--- src/rtl/clock_set_cu.sv ---
// clock_set_cu
// Control unit for setting the time on the clock datapath. It works alongside
// the hour/min/sec counters in the same way stopwatch_cu works with stopwatch_dp.
//
// A mode press copies the current time into the edit registers. Up and down
// presses then edit hour, min and sec in that order. Each further mode press
// moves to the next field. After the sec field, a one-cycle load pulse hands
// the edited time to the datapath.
//
// While editing:
//   - the datapath is told to hold its counters (o_set_en),
//   - the display is told which field is selected (o_field),
//   - the display is told when that field should be visible (o_blink).
//
// If no button is pressed for TIMEOUT_CYC cycles, the edit is abandoned
// without a load.
//
// Ports
//   clk          system clock
//   rst          asynchronous reset, active-high
//   i_btn_mode   debounced one-cycle pulse: enter set mode / advance field
//   i_btn_up     debounced one-cycle pulse: increment selected field
//   i_btn_down   debounced one-cycle pulse: decrement selected field
//   i_cur_hour   current hour from the datapath (0..23)
//   i_cur_min    current minute from the datapath (0..59)
//   i_cur_sec    current second from the datapath (0..59)
//   o_set_en     high while editing or committing; datapath holds its counters
//   o_load       one-cycle pulse; datapath loads o_hour/o_min/o_sec
//   o_hour       hour edit value
//   o_min        minute edit value
//   o_sec        second edit value
//   o_field      0=none, 1=hour, 2=min, 3=sec
//   o_blink      blink enable for the selected field
//
// Parameters
//   BLINK_DIV    clk cycles per o_blink half-period (>= 2)
//   TIMEOUT_CYC  idle clk cycles in a set state before abort (>= 2)

module clock_set_cu #(
  parameter int BLINK_DIV   = 50_000_000,
  parameter int TIMEOUT_CYC = 500_000_000
) (
  input  logic       clk,
  input  logic       rst,
  input  logic       i_btn_mode,
  input  logic       i_btn_up,
  input  logic       i_btn_down,
  input  logic [4:0] i_cur_hour,
  input  logic [5:0] i_cur_min,
  input  logic [5:0] i_cur_sec,
  output logic       o_set_en,
  output logic       o_load,
  output logic [4:0] o_hour,
  output logic [5:0] o_min,
  output logic [5:0] o_sec,
  output logic [1:0] o_field,
  output logic       o_blink
);

  localparam int BLINK_W = $clog2(BLINK_DIV);
  localparam int TO_W    = $clog2(TIMEOUT_CYC);

  localparam logic [BLINK_W-1:0] BLINK_LAST = BLINK_W'(BLINK_DIV - 1);
  localparam logic [TO_W-1:0]    TO_LAST    = TO_W'(TIMEOUT_CYC - 1);

  localparam logic [5:0] HOUR_MAX   = 6'd23;
  localparam logic [5:0] MINSEC_MAX = 6'd59;

  typedef enum logic [2:0] {
    RUN,
    SET_HOUR,
    SET_MIN,
    SET_SEC,
    COMMIT
  } StateT;

  // Registered state and outputs
  StateT              r_state;
  logic [4:0]         r_hour;
  logic [5:0]         r_min;
  logic [5:0]         r_sec;
  logic               r_setEn;
  logic               r_load;
  logic [1:0]         r_field;
  logic               r_blink;
  logic [BLINK_W-1:0] r_blinkCnt;
  logic [TO_W-1:0]    r_toCnt;

  // Next-state values
  StateT              w_stateNext;
  logic [4:0]         w_hourNext;
  logic [5:0]         w_minNext;
  logic [5:0]         w_secNext;
  logic [1:0]         w_fieldNext;
  logic               w_blinkNext;
  logic [BLINK_W-1:0] w_blinkCntNext;
  logic [TO_W-1:0]    w_toCntNext;

  // Button decode
  logic w_anyBtn;
  logic w_editUp;
  logic w_editDown;
  logic w_timeoutHit;
  logic w_nextInSet;

  // Increment with wrap to zero. An out-of-range value wraps straight to zero,
  // so a bad captured value is normalised by the first up press.
  function automatic logic [5:0] stepUp(input logic [5:0] val,
                                        input logic [5:0] maxVal);
    return (val >= maxVal) ? 6'd0 : (val + 6'd1);
  endfunction

  // Decrement with wrap to the maximum. An out-of-range value clamps to the
  // maximum, which matches "value-1, clamped to the maximum".
  function automatic logic [5:0] stepDown(input logic [5:0] val,
                                          input logic [5:0] maxVal);
    return ((val == 6'd0) || (val > maxVal)) ? maxVal : (val - 6'd1);
  endfunction

  // When up and down arrive together they cancel out: nothing is edited, but
  // the press still counts as activity. When mode arrives with an edit button,
  // mode wins; the FSM checks mode first, so the edit is dropped.
  assign w_anyBtn     = i_btn_mode | i_btn_up | i_btn_down;
  assign w_editUp     = i_btn_up & ~i_btn_down;
  assign w_editDown   = i_btn_down & ~i_btn_up;
  assign w_timeoutHit = (r_toCnt == TO_LAST) && !w_anyBtn;

  // Next-state logic and edit-register updates.
  // In RUN, mode copies the live time into the edit registers.
  // In each SET state:
  //   - mode moves to the next field,
  //   - otherwise a timeout aborts to RUN,
  //   - otherwise up/down edit the field that is selected.
  // COMMIT always lasts exactly one cycle.
  always_comb begin
    w_stateNext = r_state;
    w_hourNext  = r_hour;
    w_minNext   = r_min;
    w_secNext   = r_sec;

    case (r_state)
      RUN: begin
        if (i_btn_mode) begin
          w_stateNext = SET_HOUR;
          w_hourNext  = i_cur_hour;
          w_minNext   = i_cur_min;
          w_secNext   = i_cur_sec;
        end
      end

      SET_HOUR: begin
        if (i_btn_mode) begin
          w_stateNext = SET_MIN;
        end else if (w_timeoutHit) begin
          w_stateNext = RUN;
        end else if (w_editUp) begin
          w_hourNext = 5'(stepUp({1'b0, r_hour}, HOUR_MAX));
        end else if (w_editDown) begin
          w_hourNext = 5'(stepDown({1'b0, r_hour}, HOUR_MAX));
        end
      end

      SET_MIN: begin
        if (i_btn_mode) begin
          w_stateNext = SET_SEC;
        end else if (w_timeoutHit) begin
          w_stateNext = RUN;
        end else if (w_editUp) begin
          w_minNext = stepUp(r_min, MINSEC_MAX);
        end else if (w_editDown) begin
          w_minNext = stepDown(r_min, MINSEC_MAX);
        end
      end

      SET_SEC: begin
        if (i_btn_mode) begin
          w_stateNext = COMMIT;
        end else if (w_timeoutHit) begin
          w_stateNext = RUN;
        end else if (w_editUp) begin
          w_secNext = stepUp(r_sec, MINSEC_MAX);
        end else if (w_editDown) begin
          w_secNext = stepDown(r_sec, MINSEC_MAX);
        end
      end

      COMMIT: begin
        w_stateNext = RUN;
      end

      default: begin
        w_stateNext = RUN;
      end
    endcase
  end

  assign w_nextInSet = (w_stateNext == SET_HOUR) ||
                       (w_stateNext == SET_MIN)  ||
                       (w_stateNext == SET_SEC);

  // Blink, timeout and field select are computed from the state we are about
  // to enter, so the registered outputs line up with that state.
  //
  // Blink restarts solid in two cases:
  //   - on entry to any SET state,
  //   - on any edit press, so the user sees the new value at once.
  // Outside these cases it toggles every BLINK_DIV cycles.
  //
  // The timeout counter clears on any button press. Entering SET_HOUR always
  // involves a mode press, so entry clears it too.
  always_comb begin
    w_blinkCntNext = '0;
    w_blinkNext    = 1'b0;
    w_toCntNext    = '0;
    w_fieldNext    = 2'd0;

    if (w_nextInSet) begin
      if ((w_stateNext != r_state) || i_btn_up || i_btn_down) begin
        w_blinkCntNext = '0;
        w_blinkNext    = 1'b1;
      end else if (r_blinkCnt == BLINK_LAST) begin
        w_blinkCntNext = '0;
        w_blinkNext    = ~r_blink;
      end else begin
        w_blinkCntNext = r_blinkCnt + BLINK_W'(1);
        w_blinkNext    = r_blink;
      end

      if (w_anyBtn) begin
        w_toCntNext = '0;
      end else begin
        w_toCntNext = r_toCnt + TO_W'(1);
      end
    end

    case (w_stateNext)
      SET_HOUR: w_fieldNext = 2'd1;
      SET_MIN:  w_fieldNext = 2'd2;
      SET_SEC:  w_fieldNext = 2'd3;
      default:  w_fieldNext = 2'd0;
    endcase
  end

  // State and output registers.
  // Reset drops straight back to RUN with every output cleared, even in the
  // middle of an edit, so no load can leak out of an interrupted sequence.
  always_ff @(posedge clk or posedge rst) begin
    if (rst) begin
      r_state    <= RUN;
      r_hour     <= '0;
      r_min      <= '0;
      r_sec      <= '0;
      r_setEn    <= 1'b0;
      r_load     <= 1'b0;
      r_field    <= 2'd0;
      r_blink    <= 1'b0;
      r_blinkCnt <= '0;
      r_toCnt    <= '0;
    end else begin
      r_state    <= w_stateNext;
      r_hour     <= w_hourNext;
      r_min      <= w_minNext;
      r_sec      <= w_secNext;
      r_setEn    <= (w_stateNext != RUN);
      r_load     <= (w_stateNext == COMMIT);
      r_field    <= w_fieldNext;
      r_blink    <= w_blinkNext;
      r_blinkCnt <= w_blinkCntNext;
      r_toCnt    <= w_toCntNext;
    end
  end

  assign o_set_en = r_setEn;
  assign o_load   = r_load;
  assign o_hour   = r_hour;
  assign o_min    = r_min;
  assign o_sec    = r_sec;
  assign o_field  = r_field;
  assign o_blink  = r_blink;

endmodule

--- config.mk ---
export PLATFORM = sky130hd
export DESIGN_NAME = clock_set_cu
export DESIGN_NICKNAME = d
export VERILOG_FILES = /design/src/rtl/clock_set_cu.sv
export SDC_FILE = /design/constraint.sdc
export NUM_CORES = 1
export LEC_CHECK = 0
export ABC_AREA = 1
export ABC_CLOCK_PERIOD_IN_PS = 2830
export CORE_MARGIN = 2
export CORE_UTILIZATION = 30
export DETAILED_ROUTE_END_ITERATION = 10
export GPL_TIMING_DRIVEN = 0
export HOLD_SLACK_MARGIN = 0.15
export SLEW_MARGIN = 10
export SYNTH_ARGS = -nofsm -noshare
export SYNTH_HDL_FRONTEND = slang
export SYNTH_SLANG_ARGS = --single-unit
export TNS_END_PERCENT = 5
--- constraint.sdc ---
create_clock -name clk -period 2.83 [get_ports clk]
set_clock_uncertainty 0.2 [all_clocks]
set_input_delay 0.566 -clock clk [delete_from_list [all_inputs] [get_ports clk]]
set_output_delay 0.566 -clock clk [all_outputs]
set_load 0.01 [all_outputs]
==> run summary <==
vias in the first global route: 4384
maximum cell stage delay along the critical path: 0.58 ns
worst setup path class: in2reg
Setup Slack @ Placement: -0.158 ns
drt first pass iters: 5
TritonCTS clock tree: built
total DRC errors in the routed layout: 0
series of cell instances along the critical path: clkdlybuf4s50_1 -> nor3_4 -> nand3_1 -> nor2_1 -> nand2_1 -> nand2_1 -> nand2_1 -> nand2_2 -> nand2_1 -> nand2_1 -> buf_4 -> buf_6 -> nor2_1
WL/cell: 12.6 um
number of inserted diodes: 0
number of sinks driven by the clock tree: 80
global-route wire length before repair: 21400 um
data arrival time of the critical path: 2.58 ns
Cells after Synth: 706
# port buffers: 43
number of buffers created by CTS: 9
P_int: 0.00273 W
clock slew at the register clock pins of the worst setup and hold paths: 0.06 ns
sequential power share: 0.346
HPWL after detailed placement: 9150 um
std cell rows: 47
result of the run: finished clean
Yosys warnings: 0
total congestion overflow after global routing: 0
reported max-cap violation count: 0
maximum vdd drop: 0.000415 V
Hold WC Path Type: reg2reg
setup repair after global routing missed its margin: false
number of buffers inserted for hold repair after clock tree synthesis: 0
time the final worst path needs with I/O delays and setup: 2.55 ns
area enclosed by the die boundary: 17800 sq um
post-synthesis register bit count: 80
initial antenna violation count: 0
# resized after CTS: 0
crit share post-route: 0.902
Post-Synthesis Cell Area: 5020 sq um
cell depth of the worst setup path: 13
WL final: 12400 um
Core Util, Final: 0.368
Fmax achieved: 392 MHz
via count normalized by instance count: 4.68
largest driver fanout on the critical path: 10
Top cell by count, worst path: sky130_fd_sc_hd__nand2_1
path depth of the worst reg2reg path: 14
share of post-route cells with drive strength above 1: 0.0548
DRC marker count from the first detailed-route iteration: 358
Antenna Violating Nets Remaining: 0
Clk Tree Root Cell: sky130_fd_sc_hd__clkbuf_16
Final WS setup: 0.278 ns
number of filler cells placed in the layout: 1790
switching share of power: 0.386
final number of setup-violating endpoints: 0
Cell variety after synth: 32
Post-CTS Setup Inserts: 0
Starting Density: 0.305
share of the synthesized area in the top cell type: 0.399
P per Cell Area: 734 nW/um^2
RD Place Congestion: 0.879
worst-margin pin slew: 0.580 ns
Post-Syn Nets: 739
sw power: 0.00172 W
worst hold path stage count: 1
CTS Buffer Depth: 2
Critical Path Source Type: input pin
growth of design area from synthesis to finish: 20.6%
Buf/Inv on CP: 3
core area: 16500 sq um
synth top area cells: sky130_fd_sc_hd__dfrtp_1 (40%), sky130_fd_sc_hd__nand2_1 (11%), sky130_fd_sc_hd__nor2_1 (8.5%), sky130_fd_sc_hd__inv_1 (6.7%), sky130_fd_sc_hd__o21ai_0 (5.2%)
net count of the finished layout: 794
Data required, critical path: 2.86 ns
Combinational Power Share: 0.386
crit path capture type: flip-flop
final max-slew violation count: 0
clock share of power: 0.268
worst hold slack after final layout: 0.285 ns
sequential element share of the synthesized area: 0.399
P_leak: 2.51 nW
clock network latency to the later pin of the worst-skew pair: 0.35 ns
standard cell with the maximum stage delay on the critical path: sky130_fd_sc_hd__clkdlybuf4s50_1
mean area per synthesized cell: 7.11 sq um
top cell type by total area after synthesis: sky130_fd_sc_hd__dfrtp_1
total track usage: 0.150
number of ports placed on the die boundary: 44
Worst path top cell family by delay: simple AND/OR/NAND/NOR gates
worst relative slew slack: 0.613
x dimension of the die: 133 um
die height: 133 um
total vias in the final route: 4617
Hold Vio Cnt, Final: 0
# H-tree levels: 3
largest net degree at the start of global routing: 46
[kinds of logic (layout without fill, tap and decap cells)]
group,after synthesis,count (layout),synth area share
AO/OA/AOI/OAI,82,82,0.0855
flip-flops,80,80,0.399
buffers and inverters,103,163,0.0810
AND/OR/NAND/NOR,392,392,0.341
XOR/XNOR,37,37,0.0645
multiplexers,1,1,0.00199
adder cells (fa/ha/maj),11,11,0.0274
[Yosys cell counts (all sizes together)]
library cell / count
a211oi: 1
a21oi: 21
a22oi: 1
a31oi: 1
and3: 2
buf: 9
clkbuf: 5
dfrtp: 80
ha: 11
inv: 89
mux2i: 1
nand2: 154
nand3: 43
nand4: 18
nor2: 121
nor3: 40
nor3b: 3
nor4: 9
o211ai: 2
o21ai: 52
o22ai: 2
o31ai: 2
or2: 2
xnor2: 8
xor2: 29
[area by class of cell]
| class | count | area, sq um | area share |
|---|---|---|---|
| Multi-Input combinational cell | 523 | 2610 | 0.432 |
| Buffer | 14 | 72.6 | 0.0120 |
| Clock inverter | 6 | 68.8 | 0.0114 |
| Timing Repair Buffer | 44 | 458 | 0.0756 |
| Inverter | 89 | 337 | 0.0556 |
| Tap cell | 220 | 275 | 0.0455 |
| Clock buffer | 10 | 229 | 0.0378 |
| Sequential cell | 80 | 2000 | 0.331 |
[per-stage QoR]
| stage | total power, W | instances | instance area (sq um) | TNS (ns) |
|---|---|---|---|---|
| 3_5_place_dp | 0.00327 | 970 | 5760 | -5.28 |
| 5_1_grt | 0.00480 | 986 | 6060 | 0 |
| 2_1_floorplan | 0.00262 | 706 | 5020 | 0 |
| 6_report | 0.00445 | 986 | 6060 | 0 |
| 4_1_cts | 0.00449 | 986 | 6060 | 0 |
| 3_3_place_gp | 0.00325 | 969 | 5730 | -124.19 |
[registers in the layout, summed over array words and instances (netlist names)]
signal and flops:
r_toCnt 29, o_field 2, r_blinkCnt 26, o_sec 6
o_blink 1, o_set_en 1, o_min 6, o_hour 5
o_load 1, r_state 3
[placed cells by master, fill, tap and decap left out, types with 2 or more instances in the layout]
master	n
sky130_fd_sc_hd__or2_2	2
sky130_fd_sc_hd__clkdlybuf4s50_1	43
sky130_fd_sc_hd__a21oi_1	21
sky130_fd_sc_hd__nor3b_1	3
sky130_fd_sc_hd__dfrtp_1	80
sky130_fd_sc_hd__clkbuf_16	9
sky130_fd_sc_hd__o22ai_1	2
sky130_fd_sc_hd__o31ai_1	2
sky130_fd_sc_hd__nor2_1	114
sky130_fd_sc_hd__buf_2	7
sky130_fd_sc_hd__nor2_2	7
sky130_fd_sc_hd__clkinv_4	2
sky130_fd_sc_hd__and3_1	2
sky130_fd_sc_hd__nand2_1	150
sky130_fd_sc_hd__nand4_1	18
sky130_fd_sc_hd__ha_1	11
sky130_fd_sc_hd__nand3_1	42
sky130_fd_sc_hd__xor2_1	29
sky130_fd_sc_hd__o21ai_0	52
sky130_fd_sc_hd__inv_1	88
sky130_fd_sc_hd__xnor2_1	8
sky130_fd_sc_hd__nand2_2	4
sky130_fd_sc_hd__clkbuf_1	6
sky130_fd_sc_hd__nor4_1	9
sky130_fd_sc_hd__o211ai_1	2
sky130_fd_sc_hd__nor3_1	38
[power by group through the flow]
stage / sequential, W / clock [W] / combinational (W)
3_3_place_gp: 0.00156 / 0 / 0.00169
6_report: 0.00154 / 0.00119 / 0.00172
3_5_place_dp: 0.00156 / 0 / 0.00171
5_1_grt: 0.00157 / 0.00127 / 0.00196
4_1_cts: 0.00154 / 0.00123 / 0.00172
2_1_floorplan: 0.00156 / 0 / 0.00106
[final timing paths]
path / from / to / slack (ns)
max in group asynchronous: rst / r_toCnt[26]$_DFF_PP0_ / 1.43
max reg2reg: r_toCnt[0]$_DFF_PP0_ / r_toCnt[24]$_DFF_PP0_ / 0.37
min: r_toCnt[0]$_DFF_PP0_ / r_toCnt[0]$_DFF_PP0_ / 0.29
min in group asynchronous: rst / r_blinkCnt[4]$_DFF_PP0_ / 0.40
max: i_btn_mode / r_toCnt[24]$_DFF_PP0_ / 0.28
min reg2reg: r_toCnt[0]$_DFF_PP0_ / r_toCnt[0]$_DFF_PP0_ / 0.29
[layer usage]
| metal | vias up | share of wire | global-route usage |
|---|---|---|---|
| met1 | 2115 | 0.50 | 0.204 |
| li1 | 2394 | - | - |
| met4 | 0 | 0.016 | 0.0556 |
| met3 | 13 | 0.038 | 0.0331 |
| met2 | 95 | 0.45 | 0.234 |
| met5 | - | 0 | 0 |
Note: power is estimated with default switching activity, not from simulation.
